**src/rtl/sdram_port_arbiter.sv**
```systemverilog
// sdram_port_arbiter: two-requester arbiter in front of one SDRAM controller port,
// with bounded hold per grant and an in-order tag FIFO that routes read data back.
module sdram_port_arbiter #(
    parameter int ADDR_W  = 25,
    parameter int DATA_W  = 16,
    parameter int HOLD    = 4,
    parameter int MAX_OUT = 8
) (
    input  logic                clk_clk,
    input  logic                reset_reset,
    input  logic [ADDR_W-1:0]   m0_address,
    input  logic                m0_read,
    input  logic                m0_write,
    input  logic [DATA_W-1:0]   m0_writedata,
    input  logic [DATA_W/8-1:0] m0_byteenable,
    output logic                m0_waitrequest,
    output logic [DATA_W-1:0]   m0_readdata,
    output logic                m0_readdatavalid,
    input  logic [ADDR_W-1:0]   m1_address,
    input  logic                m1_read,
    input  logic                m1_write,
    input  logic [DATA_W-1:0]   m1_writedata,
    input  logic [DATA_W/8-1:0] m1_byteenable,
    output logic                m1_waitrequest,
    output logic [DATA_W-1:0]   m1_readdata,
    output logic                m1_readdatavalid,
    output logic [ADDR_W-1:0]   s_address,
    output logic                s_read,
    output logic                s_write,
    output logic [DATA_W-1:0]   s_writedata,
    output logic [DATA_W/8-1:0] s_byteenable,
    input  logic                s_waitrequest,
    input  logic [DATA_W-1:0]   s_readdata,
    input  logic                s_readdatavalid,
    output logic                arb_error
);
    localparam logic [1:0] IDLE = 2'd0;
    localparam logic [1:0] OWN0 = 2'd1;
    localparam logic [1:0] OWN1 = 2'd2;
    localparam int CW = $clog2(HOLD + 1);
    localparam int PW = $clog2(MAX_OUT);
    localparam int FW = $clog2(MAX_OUT + 1);
    localparam logic [CW-1:0] HOLD_V = CW'(HOLD);
    localparam logic [FW-1:0] FULL_V = FW'(MAX_OUT);

    logic [1:0]         state_q, state_d;
    logic [CW-1:0]      cnt_q, cnt_d;
    logic               last_q, last_d;
    logic               arb_error_q, arb_error_d;
    logic [PW-1:0]      wp_q, wp_d, rp_q, rp_d;
    logic [FW-1:0]      fcnt_q, fcnt_d;
    logic [MAX_OUT-1:0] tag_q, tag_d;

    logic req0, req1, owned, sel, req_own, req_oth, rel, act;
    logic full, empty, accept, push, pop, tag, own_read, own_write;

    always_comb begin
        req0      = m0_read | m0_write;
        req1      = m1_read | m1_write;
        owned     = state_q != IDLE;
        sel       = state_q == OWN1;
        req_own   = sel ? req1 : req0;
        req_oth   = sel ? req0 : req1;
        // The release cycle carries no command so the handover never splits a transfer.
        rel       = owned & (~req_own | ((cnt_q == HOLD_V) & req_oth));
        act       = owned & ~rel;
        full      = fcnt_q == FULL_V;
        empty     = fcnt_q == '0;
        own_read  = sel ? m1_read : m0_read;
        own_write = sel ? m1_write : m0_write;
        s_write   = act & own_write;
        s_read    = act & own_read & ~full;
        s_address    = owned ? (sel ? m1_address : m0_address) : '0;
        s_writedata  = owned ? (sel ? m1_writedata : m0_writedata) : '0;
        s_byteenable = owned ? (sel ? m1_byteenable : m0_byteenable) : '0;
        m0_waitrequest = (act & ~sel) ? (s_waitrequest | (m0_read & full)) : 1'b1;
        m1_waitrequest = (act & sel) ? (s_waitrequest | (m1_read & full)) : 1'b1;
        accept = (s_read | s_write) & ~s_waitrequest;
        push   = accept & s_read;
        pop    = s_readdatavalid & ~empty;
        tag    = tag_q[rp_q];
        m0_readdatavalid = pop & ~tag;
        m1_readdatavalid = pop & tag;
        m0_readdata = s_readdata;
        m1_readdata = s_readdata;
        arb_error   = arb_error_q;
        state_d = state_q;
        if (!owned)
            state_d = (req0 & (~req1 | last_q)) ? OWN0 : (req1 ? OWN1 : IDLE);
        else if (rel)
            state_d = req_oth ? (sel ? OWN0 : OWN1) : IDLE;
        last_d = (state_d == OWN0) ? 1'b0 : (state_d == OWN1) ? 1'b1 : last_q;
        cnt_d  = (state_d != state_q) ? '0 : (accept & (cnt_q != HOLD_V)) ? cnt_q + CW'(1) : cnt_q;
        tag_d = tag_q;
        if (push)
            tag_d[wp_q] = sel;
        wp_d   = push ? wp_q + PW'(1) : wp_q;
        rp_d   = pop ? rp_q + PW'(1) : rp_q;
        fcnt_d = fcnt_q + FW'(push) - FW'(pop);
        arb_error_d = arb_error_q | (s_readdatavalid & empty);
    end

    always_ff @(posedge clk_clk or posedge reset_reset) begin
        if (reset_reset) begin
            state_q     <= IDLE;
            cnt_q       <= '0;
            last_q      <= 1'b1;
            arb_error_q <= 1'b0;
            wp_q        <= '0;
            rp_q        <= '0;
            fcnt_q      <= '0;
            tag_q       <= '0;
        end else begin
            state_q     <= state_d;
            cnt_q       <= cnt_d;
            last_q      <= last_d;
            arb_error_q <= arb_error_d;
            wp_q        <= wp_d;
            rp_q        <= rp_d;
            fcnt_q      <= fcnt_d;
            tag_q       <= tag_d;
        end
    end
endmodule

```
**config.mk**
```make
export PLATFORM = sky130hd
export DESIGN_NAME = sdram_port_arbiter
export DESIGN_NICKNAME = d
export VERILOG_FILES = /design/src/rtl/sdram_port_arbiter.sv
export SDC_FILE = /design/constraint.sdc
export NUM_CORES = 1
export LEC_CHECK = 0
export BUFFER_PORTS_ARGS = -buffer_cell sky130_fd_sc_hd__buf_4
export CAP_MARGIN = 5
export CORE_ASPECT_RATIO = 1.5
export CORE_UTILIZATION = 38
export CTS_CLUSTER_SIZE = 40
export DETAILED_ROUTE_END_ITERATION = 6
export HOLD_SLACK_MARGIN = 0.08
export PLACE_DENSITY_LB_ADDON = 0.1
export SYNTH_ARGS = -nofsm -noshare
export SYNTH_HDL_FRONTEND = slang
export SYNTH_SLANG_ARGS = --single-unit
```
**constraint.sdc**
```tcl
create_clock -name clk_clk -period 3 [get_ports clk_clk]
set_input_delay 0.45 -clock clk_clk [delete_from_list [all_inputs] [get_ports clk_clk]]
set_output_delay 0.45 -clock clk_clk [all_outputs]
set_load 0.03 [all_outputs]
```
==> impl_metrics.py, run 1 <==
metrics = {
    "sta": {
        "finalMaxSlewViolations": 0,
        "max_freq_mhz": 384,
        "final-setup-viol-count": 0,
        "rsz0062_at_grt": "false",
        "max_slew.worst_pin.slew_ns": 0.972,
        "fin_worst_skew_ns": 0.00258,
        "finalHoldViolations": 0,
        "relSlewSlack": 0.352,
        "period_share": 0.867,
        "setup_tns_ns": 0,
        "period_minus_slack_ns": 2.60,
        "layout_setup_ws_ns": 0.399,
    },
    "clock_tree": {
        "cts_resized": 0,
        "cts-root-buf": "clkbuf_8",
        "cts-htree-levels": 1,
        "cts_buffer_depth": 2,
        "clk_latency_ns": 0.27,
        "cts_tree": "yes",
        "cts_setup_buffers": 0,
        "clock-sinks": 25,
        "hold_buffers": 0,
        "cts_buffers": 3,
        "clk_pin_slew_ns": 0.09,
    },
    "drt": {
        "drtAntennaViolNets": 0,
        "drc_errors": 0,
        "vias_per_cell": 5.27,
        "wl_um": 6490,
        "drt_iter0_markers": 67,
        "vias": 2133,
        "dr.pass1.iters": 4,
        "routedWlPerCell_um": 16.0,
    },
    "placement": {
        "place_ws_ns": 0.403,
        "place_congestion": 0.793,
        "io_buffer_count": 143,
        "hpwl_um": 5100,
    },
    "setup_path": {
        "required_ns": 3.17,
        "end_kind": "flop",
        "worstPathMaxFanout": 5,
        "arrival_ns": 2.77,
        "critPathKind": "flop to flop",
        "critPathLaunchType": "flop",
    },
    "die": {
        "core_um2": 5490,
        "die_x_um": 63.7,
        "io_pins": 192,
        "die_h_um": 94.5,
        "die_area_um2": 6020,
        "start_util": 0.395,
        "std_cell_rows": 33,
    },
    "final_layout": {
        "diodes": 0,
        "drive_gt1_frac": 0.487,
        "area_growth_pct": 43.2,
        "multiInputGateArea_um2": 1190,
        "regArea_um2": 628,
        "n_fill_cell": 529,
        "nets": 458,
    },
    "synth": {
        "synth_nets": 353,
        "async_reset_ff_frac": 1.00,
        "synth_edf_count": 0,
        "yosysUniqueCellTypes": 45,
        "avgSynthCellArea_um2": 9.39,
        "synth_seq_cells": 25,
        "yosysMostFrequentCell": "a22o_1",
        "synth.largest_area_cell": "dfrtp_1",
        "ys.flop_type": "dfrtp_1",
        "yosysWarnings": 0,
        "ys_seq_area_frac": 0.289,
        "netlist_top_cells_count": "a22o_1, buf_4, dfrtp_1",
        "synth.area.top_cells": "dfrtp_1, a22o_1, buf_4, ha_1, mux2_1",
        "synthesis.area_um2": 2170,
        "yosysTopAreaCellShare": 0.277,
        "netlist_instances": 231,
    },
    "power_and_ir_drop": {
        "power_mw": 2.61,
        "p_leak_nw": 1.61,
        "vdd_ir_drop_max_uv": 548,
        "p_per_area_nw_per_um2": 840,
    },
    "global_route": {
        "track_usage": 0.198,
        "grt_pass1_vias": 1924,
        "grt_max_degree": 52,
        "antenna_found_initial": 0,
        "grt_overflow": 0,
        "grt_pass1_wl_um": 9270,
    },
    "run": {
        "maxCapViolCount": 0,
    },
    "worst_hold_path": {
        "hp-class": "primary input to asynchronous set/reset pin",
    },
    "outcome": {
        "status": "finished, final reports clean",
    },
}
[flip-flops by register name (all words and copies together) (netlist names)]
| register | cells |
|---|---|
| arb_error | 1 |
| cnt_q | 3 |
| fcnt_q | 4 |
| last_q | 1 |
| rp_q | 3 |
| state_q | 2 |
| tag_q | 8 |
| wp_q | 3 |
[cell type report]
class | count | area share
flip-flops and latches | 25 | 0.202
well taps | 70 | 0.0282
repair buffers | 146 | 0.353
inverters | 15 | 0.0181
clock inverters | 1 | 0.00242
clock buffers | 3 | 0.0133
multi-input cells | 145 | 0.383
[final timing paths]
| check | from | endpoint | slack, ns | cells past startpoint |
|---|---|---|---|---|
| max in group asynchronous | reset_reset | state_q[0] | 1.95 | 2 |
| setup / recovery | cnt_q[0] | fcnt_q[2] | 0.40 | 12 |
| hold reg to reg | arb_error | arb_error | 0.49 | 1 |
| setup reg to reg | cnt_q[0] | fcnt_q[2] | 0.40 | 12 |
| min in group clk_clk | s_readdatavalid | arb_error | 0.43 | 2 |
| hold / removal | reset_reset | fcnt_q[3] | 0.39 | 2 |
[layer usage]
metal / track usage / vias to the layer above / share of wire
met1: 0.240 / 990 / 0.40
met3: 0.0749 / 13 / 0.11
met5: 0 / - / 0
li1: - / 1025 / -
met4: 0.0814 / 0 / 0.016
met2: 0.314 / 105 / 0.47
[metrics by stage]
stage	cells	instance area (um^2)	utilization	hold WS, ns
after global routing	405	3110	0.566	0.421
after detailed placement	401	3060	0.557	0.461
after CTS	405	3110	0.566	0.420
final	405	3110	0.566	0.394
after floorplan	231	2170	-	0.455
after global placement	401	3060	0.557	0.459
[critical path, stage by stage (launching register included)]
cell and delay, ns:
dfrtp_1 0.39, inv_1 0.05, ha_1 0.25, o211a_1 0.17, nand3b_1 0.19, a21oi_2 0.14, and2b_1 0.20, inv_1 0.06
ha_1 0.27, inv_1 0.04, ha_1 0.19, fa_1 0.38, xor2_1 0.17
[logic make-up (layout without fill, tap and decap cells)]
logic type | after synthesis | after routing | share of synthesized area
AO/OA/AOI/OAI | 67 | 67 | 0.249
flip-flops | 25 | 25 | 0.289
adder cells (fa/ha/maj) | 12 | 12 | 0.0727
buffers and inverters | 61 | 165 | 0.166
XOR/XNOR | 6 | 6 | 0.0242
multiplexers | 13 | 13 | 0.0767
AND/OR/NAND/NOR | 47 | 47 | 0.122
[where the power goes]
| part | switching (mW) | total [mW] | internal (mW) |
|---|---|---|---|
| Combinational | 0.990 | 1.75 | 0.762 |
| Sequential | 0.154 | 0.648 | 0.494 |
| Clock | 0.115 | 0.209 | 0.0943 |
[placed cells by master (no fill, tap or decap), types with 4 or more instances in the layout]
master     n
nor2_1     8
nand2_1    9
nand3_1    9
a22o_1    45
buf_4    146
a21oi_1    6
mux2_1     6
o21ai_0    5
dfrtp_1   23
inv_1     15
xor2_1     4
ha_1      11
Power figures use the tool's default switching activity.
==> inputs of run 2 (changes only) <==
Settings changed: ABC_AREA from default to 1, CORE_UTILIZATION 38 to 39.
==> impl_metrics.py, run 2 <==
metrics = {
    "outcome": {
        "status": "finished, final reports clean",
    },
    "setup_path": {
        "arrival_ns": 2.72,
        "end_kind": "flop",
        "cp_slowest_cell": "dfrtp_1",
        "required_ns": 3.15,
        "path_common_cell": "inv_1",
        "critPathLaunchType": "flop",
        "r2r-end": "fcnt_q[2]",
        "worstPathMaxFanout": 4,
        "critPathKind": "flop to flop",
        "worstPathCellList": "inv_1 -> ha_1 -> nand2_1 -> inv_1 -> nand3_1 -> nand2_2 -> nor2_4 -> nand3_2 -> nor2_4 -> inv_1 -> ha_1 -> inv_1 -> ha_1 -> fa_1 -> xor2_1",
        "rr_worst_depth": 15,
        "timing.rr.start": "cnt_q[0]",
        "slowest_delay_ns": 0.38,
        "rrSetupSlack_ns": 0.43,
    },
    "final_layout": {
        "largest_reg_flops": 8,
        "area_growth_pct": 43.2,
        "drive_gt1_frac": 0.410,
        "final_common_cell": "buf_4",
        "design_area_um2": 3140,
        "regMostFlops": "tag_q",
        "top_regs": "tag_q: 8 flops, fcnt_q: 4 flops",
        "n_fill_cell": 555,
        "postLayoutCoreUtil": 0.576,
        "final_cell_mix": "buf_4, nand2_1, a22o_1",
        "diodes": 0,
        "nets": 511,
    },
    "sta": {
        "setup_tns_ns": 0,
        "max_slew.worst_pin.slew_ns": 0.945,
        "max_freq_mhz": 389,
        "period_share": 0.857,
        "fin_worst_skew_ns": 0.00185,
        "finalMaxSlewViolations": 0,
        "layout_setup_ws_ns": 0.429,
        "finalHoldViolations": 0,
        "relSlewSlack": 0.369,
        "rsz0062_at_grt": "false",
        "period_minus_slack_ns": 2.57,
        "final-setup-viol-count": 0,
    },
    "clock_tree": {
        "cts-htree-levels": 1,
        "cts_resized": 0,
        "clock-sinks": 25,
        "clk_pin_slew_ns": 0.08,
        "clk_latency_ns": 0.26,
        "cts_setup_buffers": 0,
        "hold_buffers": 0,
        "cts-root-buf": "clkbuf_8",
        "cts_tree": "yes",
        "cts_buffer_depth": 2,
        "cts_buffers": 3,
    },
    "die": {
        "die_h_um": 93.8,
        "start_util": 0.402,
        "die_x_um": 63.2,
        "die_area_um2": 5930,
        "io_pins": 192,
        "std_cell_rows": 33,
        "core_um2": 5450,
    },
    "power_and_ir_drop": {
        "p_leak_nw": 1.73,
        "vdd_ir_drop_max_uv": 1050,
        "power_mw": 3.51,
        "p_per_area_nw_per_um2": 1120,
    },
    "placement": {
        "place_ws_ns": 0.451,
        "io_buffer_count": 143,
        "hpwl_um": 6070,
        "place_congestion": 0.841,
        "dpl_cell_area_um2": 3090,
    },
    "drt": {
        "vias_per_cell": 5.09,
        "wl_um": 7470,
        "routedWlPerCell_um": 16.3,
        "drt_iter0_markers": 81,
        "dr.pass1.iters": 4,
        "vias": 2331,
        "drtAntennaViolNets": 0,
        "drc_errors": 0,
    },
    "synth": {
        "synth_nets": 402,
        "ys.flop_type": "dfrtp_1",
        "yosysMostFrequentCell": "nand2_1",
        "synth_edf_count": 0,
        "synth_seq_cells": 25,
        "synthesis.area_um2": 2190,
        "async_reset_ff_frac": 1.00,
        "ys_seq_area_frac": 0.286,
        "yosysUniqueCellTypes": 30,
        "synth-simple-area-share": 0.183,
        "synth-compound-area-share": 0.235,
        "synth.area.top_cells": "dfrtp_1, a22o_1, buf_4, nand2_1, ha_1",
        "synth_xor_area_frac": 0.0240,
        "netlist_top_cells_count": "nand2_1, a22o_1, buf_4, inv_1, dfrtp_1",
        "avgSynthCellArea_um2": 7.82,
        "synth_top_family_by_area": "compound AO/OA/AOI/OAI gates",
        "synth.largest_area_cell": "dfrtp_1",
        "synthAdderAreaFrac": 0.0720,
        "netlist_instances": 280,
        "synthMuxAreaShare": 0.00914,
        "yosysWarnings": 0,
        "yosysTopAreaCellShare": 0.274,
    },
    "global_route": {
        "grt_overflow": 0,
        "track_usage": 0.251,
        "grt_pass1_vias": 2247,
        "grt_pass1_wl_um": 11400,
        "antenna_found_initial": 0,
        "grt_max_degree": 45,
    },
    "run": {
        "maxCapViolCount": 0,
    },
    "worst_hold_path": {
        "hp-class": "primary input to asynchronous set/reset pin",
    },
}
==> run 2: cell types whose count changed after synthesis, moves of 6 or more <==
cell / previous run / this run
nand2_1: 9 / 47
inv_1: 15 / 32
nand3_1: 9 / 18
clkbuf_1: 12 / 4
nor2_1: 8 / 16
mux2_1: 6 / 0
o21ai_0: 5 / 11
o21ai_1: 0 / 6
==> run 2: layer usage <==
metal  GRT usage  up-vias  wire [um]  part of all wire
met2       0.373      121       3130              0.42
met1       0.290     1064       2880              0.39
met3       0.180       10       1370              0.18
met5           0        -          0                 0
met4      0.0587        0         89             0.012
li1            -     1136          -                 -
==> run 2: cells by family (layout without fill, tap and decap cells) <==
| family | count (synthesis) | after routing |
|---|---|---|
| flip-flops | 25 | 25 |
| multiplexers | 2 | 2 |
| AO/OA/AOI/OAI | 68 | 68 |
| AND/OR/NAND/NOR | 90 | 90 |
| buffers and inverters | 77 | 185 |
| adder cells (fa/ha/maj) | 12 | 12 |
| XOR/XNOR | 6 | 6 |
==> run 2: power breakdown <==
part / switching, mW / leakage (nW) / total, mW / internal (mW)
Clock: 0.102 / 0.0228 / 0.197 / 0.0948
Combinational: 1.68 / 1.40 / 2.69 / 1.01
Sequential: 0.126 / 0.307 / 0.619 / 0.493
==> run 2: layout make-up <==
| class | instances | area (um^2) | share of cell area |
|---|---|---|---|
| Multi-Input combinational cell | 178 | 1150 | 0.365 |
| Timing Repair Buffer | 147 | 1100 | 0.352 |
| Sequential cell | 25 | 627 | 0.200 |
| Inverter | 34 | 128 | 0.0407 |
| Tap cell | 70 | 87.6 | 0.0279 |
| Clock buffer | 4 | 45.0 | 0.0144 |
==> run 2: critical path: cells and delay by family, from the launching register on <==
family / cells / cell delay (ns)
and+or+nand+nor: 6 / 0.65
buffers and inverters: 4 / 0.22
xor gates and xnor gates: 1 / 0.17
DFF: 1 / 0.38
adders and majority gates: 4 / 1.04
==> run 2: how the worst max path moves through the flow <==
stage	from	slack, ns	end
3_5_place_dp	m1_read	0.45	fcnt_q[2]
4_1_cts	cnt_q[0]	0.44	fcnt_q[2]
6_report	cnt_q[0]	0.43	fcnt_q[2]
2_1_floorplan	cnt_q[0]	0.49	fcnt_q[2]
3_3_place_gp	m0_read	0.53	fcnt_q[2]
5_1_grt	cnt_q[0]	0.21	fcnt_q[2]
==> run 2: per-stage QoR <==
step | hold WS (ns) | instances
3_3_place_gp | 0.453 | 454
6_report | 0.397 | 458
3_5_place_dp | 0.460 | 454
5_1_grt | 0.438 | 458
4_1_cts | 0.427 | 458
2_1_floorplan | 0.448 | 280
==> inputs of run 3 (changes only) <==
Settings changed: CORE_MARGIN from default to 2.
==> impl_metrics.py, run 3 (synthesis gave the netlist of run 2 again) <==
metrics = {
    "placement": {
        "hpwl_um": 6200,
        "dpl_cell_area_um2": 3090,
        "place_congestion": 0.877,
        "io_buffer_count": 143,
    },
    "clock_tree": {
        "cts-root-buf": "clkbuf_8",
        "cts_tree": "yes",
        "cts_setup_buffers": 0,
        "clk_latency_ns": 0.27,
        "cts_buffers": 3,
        "clock-sinks": 25,
        "cts_resized": 0,
        "cts-htree-levels": 1,
        "clk_pin_slew_ns": 0.09,
        "hold_buffers": 0,
        "cts_buffer_depth": 2,
    },
    "die": {
        "io_pins": 192,
        "std_cell_rows": 33,
        "die_h_um": 95.8,
        "start_util": 0.402,
        "die_area_um2": 6250,
        "die_x_um": 65.2,
        "core_um2": 5450,
    },
    "sta": {
        "period_share": 0.849,
        "final-setup-viol-count": 0,
        "timing.hold.ws_ns": 0.411,
        "period_minus_slack_ns": 2.55,
        "finalMaxSlewViolations": 0,
        "setup_tns_ns": 0,
        "finalHoldViolations": 0,
        "rsz0062_at_grt": "false",
        "max_freq_mhz": 393,
        "fin_worst_skew_ns": 0.00904,
        "max_slew.worst_pin.slew_ns": 1.00,
        "relSlewSlack": 0.333,
    },
    "final_layout": {
        "regMostFlops": "tag_q",
        "regArea_um2": 627,
        "n_fill_cell": 563,
        "diodes": 0,
        "final_cell_mix": "buf_4, nand2_1, a22o_1",
        "final_common_cell": "buf_4",
        "drive_gt1_frac": 0.410,
        "area_growth_pct": 43.2,
        "top_regs": "tag_q: 8 flops, fcnt_q: 4 flops",
        "design_area_um2": 3140,
        "nets": 511,
        "largest_reg_flops": 8,
        "multiInputGateArea_um2": 1150,
    },
    "setup_path": {
        "critPathLaunchType": "flop",
        "timing.rr.start": "cnt_q[0]",
        "end_kind": "flop",
        "critPathKind": "flop to flop",
        "required_ns": 3.17,
        "arrival_ns": 2.72,
        "cp-startpoint": "cnt_q[0]",
        "worstPathMaxFanout": 4,
    },
    "global_route": {
        "grt_pass1_wl_um": 11700,
        "antenna_found_initial": 0,
        "track_usage": 0.249,
        "grt_pass1_vias": 2300,
        "grt_overflow": 0,
        "grt_max_degree": 45,
    },
    "power_and_ir_drop": {
        "internal_power_mw": 1.60,
        "vdd_ir_drop_max_uv": 680,
        "p_sw_frac": 0.544,
        "p_sw_mw": 1.91,
        "p_seq_frac": 0.177,
        "p_per_area_nw_per_um2": 1120,
        "p_leak_nw": 1.73,
        "combPwrFrac": 0.764,
        "clkPwrFrac": 0.059,
    },
    "drt": {
        "dr.pass1.iters": 4,
        "vias": 2304,
        "drt_iter0_markers": 89,
        "drc_errors": 0,
        "vias_per_cell": 5.03,
        "drtAntennaViolNets": 0,
        "wl_um": 7700,
        "routedWlPerCell_um": 16.8,
    },
    "worst_hold_path": {
        "hp-class": "primary input to asynchronous set/reset pin",
    },
    "run": {
        "maxCapViolCount": 0,
    },
    "outcome": {
        "status": "finished, final reports clean",
    },
}
## run 3: cell counts in the layout (fill, tap and decap cells not counted)
Identical to the previous run, type by type.
## run 3: final timing paths
path / endpoint / slack, ns / cells after the start
worst max-delay path: fcnt_q[2] / 0.45 / 15
worst min-delay path: fcnt_q[0] / 0.41 / 2
worst max register to register: fcnt_q[2] / 0.45 / 15
worst min register to register: arb_error / 0.48 / 1
max in group asynchronous: tag_q[7] / 1.98 / 2
min in group clk_clk: arb_error / 0.42 / 2
## run 3: power groups by stage
stage | Clock [mW] | Sequential (mW) | Combinational [mW]
detailed placement | 0 | 0.626 | 2.68
CTS | 0.209 | 0.621 | 2.70
floorplan | 0 | 0.602 | 1.87
global route | 0.229 | 0.646 | 2.92
finish | 0.207 | 0.623 | 2.68
global placement | 0 | 0.625 | 2.65
## run 3: worst max-delay path: stages (launching register included)
cell     delay (ns)
dfrtp_1        0.38
inv_1          0.07
ha_1           0.19
nand2_1        0.09
inv_1          0.06
nand3_1        0.11
nand2_2        0.11
nor2_4         0.11
nand3_2        0.11
nor2_4         0.10
inv_1          0.05
ha_1           0.27
inv_1          0.04
ha_1           0.20
fa_1           0.38
xor2_1         0.17
## run 3: per-layer routing
metal,GRT usage,share of wire
met1,0.287,0.38
met4,0.0556,0.012
met2,0.382,0.42
met3,0.170,0.18
met5,0,0
## run 3: cell type report
type	count	area share
clock buffers	4	0.0144
inverters	34	0.0407
multi-input cells	178	0.365
flip-flops and latches	25	0.200
well taps	70	0.0279
repair buffers	147	0.352
## run 3: metrics by stage
step	std cells	setup WS [ns]	utilization	power (mW)
final	458	0.453	0.576	3.51
after global routing	458	0.218	0.576	3.79
after CTS	458	0.435	0.576	3.53
after detailed placement	454	0.441	0.567	3.31
after global placement	454	0.501	0.567	3.27
after floorplan	280	0.485	-	2.47
